--- src/rtl/sweep_pkg.sv ---
// Shared types and constants for the combinational-block sweep controller.
package sweep_pkg;

  typedef enum logic [1:0] {
    IDLE   = 2'd0,
    SETTLE = 2'd1,
    SAMPLE = 2'd2,
    DONE   = 2'd3
  } sweep_state_t;

  localparam int unsigned NUM_VECTORS = 8;
  localparam int unsigned VEC_W       = 3;

  // Truth table of Z = A | (B & C), indexed by {A,B,C}.
  localparam logic [NUM_VECTORS-1:0] EXPECT_DEFAULT = 8'hF8;

  localparam logic [VEC_W-1:0] LAST_IDX = VEC_W'(NUM_VECTORS - 1);

endpackage

--- src/rtl/circuit_sweep_ctrl.sv ---
// Built-in self-check sequencer: walks {A,B,C} through 0..7, samples Z, scores against EXPECT.
// Done pulses 8*(SETTLE_CYCLES+1)+1 cycles after start; start/abort handshake, no backpressure.
module circuit_sweep_ctrl
  import sweep_pkg::*;
#(
  parameter int unsigned             SETTLE_CYCLES = 1,
  parameter logic [NUM_VECTORS-1:0]  EXPECT        = EXPECT_DEFAULT
) (
  input  logic                   clk,
  input  logic                   rst_n,
  input  logic                   start,
  input  logic                   abort,
  input  logic                   z_i,
  output logic                   a_o,
  output logic                   b_o,
  output logic                   c_o,
  output logic                   busy,
  output logic                   done,
  output logic                   pass,
  output logic [NUM_VECTORS-1:0] result,
  output logic [3:0]             mismatch_cnt,
  output logic [VEC_W-1:0]       first_fail_idx,
  output logic                   first_fail_vld
);

  localparam logic [3:0] CNT_LAST = 4'(SETTLE_CYCLES - 1);

  sweep_state_t           state_q;
  logic [VEC_W-1:0]       idx_q;
  logic [3:0]             cnt_q;
  logic [VEC_W-1:0]       vec_q;
  logic                   busy_q;
  logic                   done_q;
  logic                   pass_q;
  logic [NUM_VECTORS-1:0] result_q;
  logic [3:0]             mismatch_cnt_q;
  logic [VEC_W-1:0]       first_fail_idx_q;
  logic                   first_fail_vld_q;

  logic                   mis_hit;
  logic [3:0]             mismatch_cnt_d;
  logic [VEC_W-1:0]       idx_d;

  always_comb begin
    mis_hit        = (z_i != EXPECT[idx_q]);
    mismatch_cnt_d = mismatch_cnt_q + 4'(mis_hit);
    idx_d          = idx_q + VEC_W'(1);
  end

  always_ff @(posedge clk or negedge rst_n) begin
    if (!rst_n) begin
      state_q          <= IDLE;
      idx_q            <= '0;
      cnt_q            <= '0;
      vec_q            <= '0;
      busy_q           <= 1'b0;
      done_q           <= 1'b0;
      pass_q           <= 1'b0;
      result_q         <= '0;
      mismatch_cnt_q   <= '0;
      first_fail_idx_q <= '0;
      first_fail_vld_q <= 1'b0;
    end else begin
      case (state_q)
        IDLE: begin
          vec_q  <= '0;
          busy_q <= 1'b0;
          done_q <= 1'b0;
          if (start) begin
            state_q          <= SETTLE;
            idx_q            <= '0;
            cnt_q            <= '0;
            busy_q           <= 1'b1;
            pass_q           <= 1'b0;
            result_q         <= '0;
            mismatch_cnt_q   <= '0;
            first_fail_idx_q <= '0;
            first_fail_vld_q <= 1'b0;
          end
        end

        SETTLE: begin
          if (abort) begin
            state_q <= IDLE;
            busy_q  <= 1'b0;
            vec_q   <= '0;
            pass_q  <= 1'b0;
          end else if (cnt_q == CNT_LAST) begin
            state_q <= SAMPLE;
          end else begin
            cnt_q <= cnt_q + 4'd1;
          end
        end

        SAMPLE: begin
          // Abort wins even over the final sample: nothing is captured this cycle.
          if (abort) begin
            state_q <= IDLE;
            busy_q  <= 1'b0;
            vec_q   <= '0;
            pass_q  <= 1'b0;
          end else begin
            result_q[idx_q] <= z_i;
            mismatch_cnt_q  <= mismatch_cnt_d;
            if (mis_hit && !first_fail_vld_q) begin
              first_fail_idx_q <= idx_q;
              first_fail_vld_q <= 1'b1;
            end
            if (idx_q == LAST_IDX) begin
              state_q <= DONE;
              done_q  <= 1'b1;
              pass_q  <= (mismatch_cnt_d == 4'd0);
            end else begin
              state_q <= SETTLE;
              idx_q   <= idx_d;
              cnt_q   <= '0;
              vec_q   <= idx_d;
            end
          end
        end

        DONE: begin
          state_q <= IDLE;
          busy_q  <= 1'b0;
          done_q  <= 1'b0;
        end

        default: state_q <= IDLE;
      endcase
    end
  end

  assign a_o            = vec_q[2];
  assign b_o            = vec_q[1];
  assign c_o            = vec_q[0];
  assign busy           = busy_q;
  assign done           = done_q;
  assign pass           = pass_q;
  assign result         = result_q;
  assign mismatch_cnt   = mismatch_cnt_q;
  assign first_fail_idx = first_fail_idx_q;
  assign first_fail_vld = first_fail_vld_q;

endmodule

--- config.mk ---
export PLATFORM = sky130hd
export DESIGN_NAME = circuit_sweep_ctrl
export DESIGN_NICKNAME = d
export VERILOG_FILES = /design/src/rtl/sweep_pkg.sv /design/src/rtl/circuit_sweep_ctrl.sv
export SDC_FILE = /design/constraint.sdc
export NUM_CORES = 1
export LEC_CHECK = 0
export ABC_CLOCK_PERIOD_IN_PS = 4300
export CAP_MARGIN = 10
export CORE_ASPECT_RATIO = 0.8
export CORE_UTILIZATION = 57
export DETAILED_ROUTE_END_ITERATION = 10
export PLACE_DENSITY = 0.84
export SYNTH_ARGS = -nofsm -noshare
export SYNTH_HDL_FRONTEND = slang
export SYNTH_SLANG_ARGS = --single-unit
--- constraint.sdc ---
create_clock -name clk -period 4.3 [get_ports clk]
set_input_delay 0.86 -clock clk [delete_from_list [all_inputs] [get_ports clk]]
set_output_delay 0.86 -clock clk [all_outputs]
set_load 0.005 [all_outputs]
==> summary.txt <==
outcome: completed
Die H: 51.6 um
initial antenna violation count: 0
post-CTS setup buffer count: 0
n_diodes: 0
CP startpoint: idx_q[1]
Initial Utilization: 61.5%
worst-case hold path end point: busy
Final Hold Fails: 0
R2R Setup Slk: 1.63 ns
min-delay worst type: flop to flop
CTS sink cnt: 31
leading area contributor after synthesis: dfrtp_1
Critical Path Most Common Cell: ha_1
cells after synthesis: 177
DR vias/cell: 6.05
CTS buffer count: 5
Slew Viols, Final: 0
RR Startpoint: idx_q[1]
count leader, synth: dfrtp_1
Most used DFF post-synth: dfrtp_1
Netlist cell types: 44
Worst EP required: 4.47 ns
drt total wl: 3970 um
yosys warns: 0
first-pass GRT wire length: 6890 um
Critical-path top delay cell: dfrtp_1
Worst Max-Slew Pin Slew: 0.594 ns
GP Congestion: 0.822
post-route setup TNS: 0 ns
syn avg cell area: 9.91 sq um
top cells by area, synth: dfrtp_1, ha_1, o21ai_1, nand2_1, a22o_1
number of synthesized flops with an enable pin: 0
grt ovf: 0
Final Cycle Share: 62.0%
flip-flop and latch count after synthesis: 31
Yosys top cell area share: 44.2%
Achievable Freq: 375 MHz
CP startpoint kind: flop
CTS Hold Bufs: 0
crit path cell chain: ha_1, inv_1, ha_1, xor2_1, inv_1, ha_1, ha_1, xnor2_1, and3_1, mux2_1
Max H-tree Level: 2
layout net count: 220
vias in the first global route: 1469
pwr/cell area: 507 mW/mm^2
CP Capture Type: flop
Comb power frac: 38.9%
NetSw: 402 uW
asr flop ratio synth: 100%
sequential area share after synthesis: 44.2%
Skew-Pair Late Insertion Delay: 0.29 ns
Slew HR: 60.4%
Clock transition at path regs: 0.07 ns
core area: 0.00285 sq mm
RSZ-0062 raised after global routing: false
total track usage: 28.1%
boundary pin count: 27
CTS root buf: clkbuf_8
CP arrival: 2.83 ns
DIE WIDTH: 64.0 um
Max clock buf depth: 2
Final Power: 1.09 mW
Routed wire per std cell: 16.3 um
Final HPWL DP: 2800 um
Resized cells post-CTS: 0
P_leak: 0.946 nW
Net Count, Synth: 193
CTS tree: yes
# port buffers: 26
Initial DRT Pass Iterations: 4
fin crit period: 2.67 ns
Mapped Area: 0.00175 sq mm
Setup violations, final: 0
part of the power in registers: 33.4%
DRT iter0 DRCs: 97
max-cap viol count: 0
worst clock skew: 0.0137 ns
share of cells above drive strength 1: 8.78%
P_int: 684 uW
Via Count: 1470
hold path depth: 2
reg2reg end: pass
area added between synthesis and finish: 22.0%
pin count of the biggest net entering global routing: 32
total die area: 0.00330 sq mm
VDD IR max: 416 uV
Fill cells: 218
CP Max Fanout: 13
Switching Fraction: 37.1%
HP Start: busy
Setup Crit Path Kind: flop to flop
DR DRC count: 0
top cells by count, synth: dfrtp_1, o21ai_1, nand2_1
max incr delay on CP: 0.60 ns
Final ANT Viol Nets: 0
clock network power share: 27.7%
Site Rows: 17
Reg2Reg Depth: 10
## state kept, by name (all words and copies together) (netlist names)
| signal | flops |
|---|---|
| busy | 1 |
| cnt_q | 4 |
| vec_q | 3 |
| pass | 1 |
| mismatch_cnt | 4 |
| first_fail_vld | 1 |
| idx_q | 3 |
| result | 8 |
| state_q | 2 |
| done | 1 |
| first_fail_idx | 3 |
## cell families after synthesis
| family | share of synthesized area (%) |
|---|---|
| buffers and inverters | 4.56 |
| XOR/XNOR | 1.50 |
| AO/OA/AOI/OAI | 21.3 |
| multiplexers | 2.35 |
| flip-flops | 44.2 |
| adder cells (fa/ha/maj) | 7.85 |
| AND/OR/NAND/NOR | 18.2 |
## layout by cell type, fill, tap and decap left out, types with 2 or more instances in the layout
cell type,synthesis,routed
a21oi_1,4,4
a22o_1,5,5
a31oi_1,4,4
a32o_1,2,2
and3_1,2,2
clkbuf_8,0,6
clkdlybuf4s50_1,0,26
dfrtp_1,31,31
ha_1,11,11
inv_1,9,9
mux2i_1,3,3
nand2_1,17,17
nand2b_1,6,6
nand2b_4,2,2
nand3_1,6,6
nor2_1,7,7
nor3_1,3,3
nor3b_1,2,2
o21a_1,4,4
o21ai_0,8,8
o21ai_1,20,20
o31ai_1,3,3
xor2_1,2,2
## area by class of cell
cell class / instances / area, sq um / share of cell area, %
Tap cell: 38 / 47.5 / 2.22
Inverter: 9 / 33.8 / 1.58
Timing Repair Buffer: 27 / 268 / 12.5
Sequential cell: 31 / 776 / 36.2
Clock inverter: 2 / 35.0 / 1.64
Clock buffer: 6 / 82.6 / 3.86
Multi-Input combinational cell: 130 / 898 / 42.0
## critical path, delay by kind of cell (launching register included)
kind | cells | cell delay, ns
xor+xnor | 2 | 0.42
fa+ha+maj | 4 | 0.90
buf+inv | 2 | 0.13
flops | 1 | 0.60
mux | 1 | 0.29
simple gates | 1 | 0.19
## metrics by stage
step                      hold slack [ns]  utilization, %  cells  area [sq um]  setup WS, ns
after floorplan                     0.472               -    177          1750          2.00
after global placement              0.465            71.0    235          2020          1.47
after detailed placement            0.483            71.0    235          2020          1.42
after CTS                           0.499            75.1    243          2140          1.68
after global routing                0.529            75.1    243          2140          1.51
final                               0.492            75.1    243          2140          1.63
## how the worst max path moves through the flow
| stage | endpoint | slack, ns | cells past startpoint |
|---|---|---|---|
| after floorplan | pass | 2.00 | 10 |
| after detailed placement | pass | 1.42 | 8 |
| after global routing | pass | 1.51 | 10 |
| after CTS | pass | 1.68 | 10 |
| after global placement | pass | 1.47 | 8 |
| final | pass | 1.63 | 10 |
## power groups by stage
stage / combinational [mW] / sequential, mW / clock (mW)
finish: 0.423 / 0.362 / 0.301
global route: 0.466 / 0.366 / 0.316
CTS: 0.420 / 0.362 / 0.306
detailed placement: 0.418 / 0.366 / 0
global placement: 0.403 / 0.364 / 0
floorplan: 0.346 / 0.348 / 0
## metal layers
layer | up-vias | GRT usage, % | wire length (um)
li1 | 689 | - | -
met1 | 720 | 35.9 | 1820
met2 | 48 | 45.4 | 1860
met4 | 0 | 14.0 | 90
met5 | - | 0 | 0
met3 | 13 | 6.36 | 195
No activity file was read; power rests on OpenSTA's default activity.
